[src/rtl/bist_pkg.sv]
// rtl/bist_pkg.sv - shared types and PRBS constants for the BIST checker/sender pair
package bist_pkg;

  typedef enum logic [1:0] {IDLE, WARMUP, RUN, DONE} bist_state_e;

  localparam logic [31:0] PRBS_TAPS = 32'h80200003;
  localparam int          PRBS_W    = 32;

endpackage

[src/rtl/bist_prbs_gen.sv]
// rtl/bist_prbs_gen.sv - right-shifting Galois LFSR with enable and synchronous reload
module bist_prbs_gen
  import bist_pkg::*;
#(
  parameter logic [PRBS_W-1:0] RESET_SEED = 32'hdeadbeef
) (
  input  logic              clk,
  input  logic              reset_n,
  input  logic              en,
  input  logic              reload,
  input  logic [PRBS_W-1:0] seed,
  output logic [PRBS_W-1:0] out
);

  logic [PRBS_W-1:0] state;

  always_ff @(posedge clk or negedge reset_n) begin
    if (!reset_n) begin
      state <= RESET_SEED;
    end else if (reload) begin
      state <= seed;
    end else if (en) begin
      state <= {1'b0, state[PRBS_W-1:1]} ^ (state[0] ? PRBS_TAPS : '0);
    end
  end

  assign out = state;

endmodule

[config.mk]
export PLATFORM = sky130hd
export DESIGN_NAME = bist_prbs_gen
export DESIGN_NICKNAME = d
export VERILOG_FILES = /design/src/rtl/bist_pkg.sv /design/src/rtl/bist_prbs_gen.sv
export SDC_FILE = /design/constraint.sdc
export NUM_CORES = 1
export LEC_CHECK = 0
export CAP_MARGIN = 20
export CORE_MARGIN = 8
export CORE_UTILIZATION = 43
export DETAILED_ROUTE_END_ITERATION = 10
export PLACE_DENSITY = 0.88
export SETUP_SLACK_MARGIN = 0.4
export SLEW_MARGIN = 20
export SYNTH_ARGS = -nofsm -noshare
export SYNTH_HDL_FRONTEND = slang
export SYNTH_SLANG_ARGS = --single-unit
[constraint.sdc]
create_clock -name clk -period 1.9 [get_ports clk]
set_clock_uncertainty 0.15 [all_clocks]
set_input_delay 0.475 -clock clk [delete_from_list [all_inputs] [get_ports clk]]
set_output_delay 0.475 -clock clk [all_outputs]
set_load 0.05 [all_outputs]
# --- Word-level counts from Yosys, hierarchy flattened ---
# Index checks and enable logic that the tools add are counted.
word_totals:
  regBits: 32
  inputBits: 36
  output_inout_bits: 32
  elab_cells: 6
op_classes:
  n_mux: 3
  bitwise: 1
  n_reduce_logical: 1
ops:
  columns: ["operator", "n"]
  rows:
  - ["32-bit two-way mux", 3]
  - ["31-bit by 32-bit XOR with 32-bit output", 1]
  - ["2-bit nonzero test", 1]

# --- Depth between registers and ports, before layout ---
depth:
  word_depth: 4
  mapped_depth: 4
  depth_no_buf: 2

# --- Worst setup path before layout ---
# Ideal clock, no wire load.
synth_path:
  kind: "register to register"
  from: "register out[1] (netlist name)"
  to: "register state[1] (netlist: out[1])"
  setup_ns: 0.081
  arrival_time_ns: 1.134
  required_time_ns: 1.669
  slack_ns: 0.535
  path_stages_with_launch: 3
  n_path_buf: 0
  synth_period_minus_slack_ns: 1.365
  path_cell_list: "dfstp_2 or3b_1 o211ai_1"
synth_rtl:
  columns: ["element", "line", "text"]
  rows:
  - ["end signal, assigned", "bist_prbs_gen.sv:23", "state <= {1'b0, state[PRBS_W-1:1]} ^ (state[0] ? PRBS_TAPS : '0);"]
  - ["end, declared", "bist_prbs_gen.sv:15", "logic [PRBS_W-1:0] state;"]

# --- Worst setup path after layout ---
layout_path:
  from: "register state[28] (netlist: out[28])"
  to: "output port out[28]"
layout_rtl:
  columns: ["element", "line", "text"]
  rows:
  - ["end, declared", "bist_prbs_gen.sv:12", "output logic [PRBS_W-1:0] out"]
# No word-level cell between the ends.

==> results.md <==
* Fillers at 206
* Slew Limit Fails at 0
* Clk sinks at 32
* IO Pins at between 60 and 70
* Average size of a mapped cell at approximately 11 um2
* Warnings, synthesis at 0
* Crit share post-route at 88.9%
* Pwr Density at about 820 nW/um2
* Total CTS buffers at 5
* Crit-path max FO at 2
* Worst Path Required at ~1.3 ns
* Cell family with most CP delay: flip-flops
* Core area at ~3600 um2
* Routed Antenna Nets at 0
* Hold Path Class: input port to async pin
* Status: finished, final reports clean
* Final min period at around 1.7 ns
* Initial antenna violation count at 0
* Synth cell count leaders: 32 x nand2_1, 29 x mux2i_1, 29 x o21ai_1, 24 x dfstp_2, 8 x dfrtp_1
* Vias at approximately 1400
* Clk buf depth at 2
* Overflow left after global routing at 0
* Final core utilization at between 80% and 90%
* Yosys top cell area share at about two fifths
* First-pass GRT wire length at between 7000 and 8000 um
* Hold Violations, Final at 0
* Crit end category: output port
* Main synth FF type: dfstp_2
* Critical path cell sequence: buf_12
* Maximum vdd drop at 0.518 mV
* Post-synth top area cell: dfstp_2
* Unrepaired setup endpoints after global routing: true
* Slowest CP cell: dfstp_2
* Placed Cells incl. Taps at 252
* Max-slew headroom at about three quarters
* Drt pass-1 iters at 4
* Reg2reg setup slack at around 0.48 ns
* Layout cell share with drive strength beyond 1 at a little over two fifths
* Count leader, synth: nand2_1
* Number of global-route vias before repair at roughly 1500
* Seq/Total Area, Yosys at around 53%
* Yosys cell types at 17
* Setup crit start kind: flop
* P_leak at between 1 and 1.5 nW
* Drt via density at 4.88
* Hold Slack at 0.338 ns
* Post-cts hold buffer count at 0
* Root Driver: clkbuf_4
* Skew-Pair Late Insertion Delay at between 0.3 and 0.4 ns
* Worst r2r src: out[21]
* WS Path Type: flop to output port
* Die Y at 76.2 um
* Crit-path max cell delay at just under 0.6 ns
* N_diodes at 0
* Number of synthesized flops with an enable pin at 0
* Worst-path clk slew at roughly 0.10 ns
* Die area at between 5000 and 6000 um2
* Max-cap viol count at 0
* Detailed Place HPWL at 2970 um
* H-tree levels at 2
* Drt total wl at approximately 4600 um
* Row count at 22
* Area grow syn2layout at 84.4%
* Cells after Synth at between 100 and 150
* Starting DRT DRC Count at 59
* # port buffers at 67
* TNS Setup at 0 ns
* Die width at approximately 76 um
* Residual DRC at 0
* Pin count of the biggest net entering global routing at 33
* Layout Cells excl Fill at a little under 300
* Worst Tran Pin Value at between 0.3 and 0.4 ns
* Nets at 280
* Cell area after synthesis at 1560 um2
* Final setup viols at 0
* Starting Density at 43.6%
* Worst reg2reg path depth at 3
* DR WL/cell at around 16 um
* R2R Path End: out[21]
* WP buf/inv at 1
* FMAX at 592 MHz
* GRT Total Usage at about 16%
* TritonCTS clock tree: built
* Overall Power at between 0.002 and 0.0025 W
* Final Wtd Congestion at around 0.73
* Synthesized flop and latch total at 32
* Max reg flops at 32
* Synth top area cells: dfstp_2 40%, mux2i_1 19%, dfrtp_1 13%
* Crit path DAT at 1.06 ns
* Post-synth ARST share at 100%
* Syn Nets at 179
-- worst reg2reg max path, stage by stage (launching register included) --
cell,delay (ns)
dfstp_2,0.58
buf_4,0.12
or3b_1,0.35
o211ai_1,0.13
-- worst max-delay path by stage --
stage | start | endpoint | slack (ns) | depth (start not counted)
after floorplan | out[1] | out[1] | 0.53 | 2
after global placement | en | out[29] | 0.36 | 4
after detailed placement | en | out[29] | 0.31 | 4
after CTS | out[2] | out[2] | 0.19 | 1
after global routing | out[2] | out[2] | 0.17 | 1
final | out[28] | out[28] | 0.21 | 1
-- power breakdown --
group	total [W]	internal, W	switching, W	leakage [nW]
registers	0.000885	0.000799	0.0000867	0.348
logic	0.000964	0.000503	0.000461	0.917
clock network	0.000514	0.000276	0.000238	0.0422
total	0.00236	0.00158	0.000786	1.31
-- cell type report --
class	count	area [um2]	area share, %
Timing Repair Buffer	105	1270	44.1
Sequential cell	32	832	28.9
Multi-Input combinational cell	100	638	22.2
Tap cell	48	60.1	2.09
Clock buffer	6	41.3	1.44
Clock inverter	2	35.0	1.22
-- routing by layer --
| metal | share of wire (%) | wire length, um | track usage, % |
|---|---|---|---|
| met1 | 40 | 1860 | 16.4 |
| met2 | 50 | 2310 | 27.1 |
| met3 | 7.3 | 335 | 5.78 |
| met4 | 2.2 | 100 | 7.88 |
| met5 | 0 | 0 | 0 |
-- layout by cell type (no fill, tap or decap), drive strengths merged, types with 2 or more instances in the layout --
master          n
buf            72
o21ai          29
clkbuf          6
dfstp          24
dfrtp           8
or3b            2
nand2          32
xnor2           2
o211ai          2
mux2i          29
clkdlybuf4s50  33
-- cell families after synthesis --
group,count (synthesis),synth area share [%]
compound gates,32,10.9
xor+xnor,2,1.12
buf+inv,11,5.78
flops,32,53.3
mux,29,18.6
simple gates,37,10.3
-- metrics by stage --
| step | cell area, um2 | setup WS (ns) |
|---|---|---|
| final | 2880 | 0.210 |
| after floorplan | 1560 | 0.535 |
| after global routing | 2880 | 0.169 |
| after detailed placement | 2530 | 0.314 |
| after global placement | 2530 | 0.363 |
| after CTS | 2830 | 0.191 |
-- what timing repair did --
action | 4_1_cts | 5_1_grt
gates resized for setup | 5 | 0
pin swaps | 0 | 0
endpoints found under the setup margin | 32 | 32
buffers inserted | 27 | 6
hold endpoints to repair | 0 | 0
(Power assumes the default switching activity.)
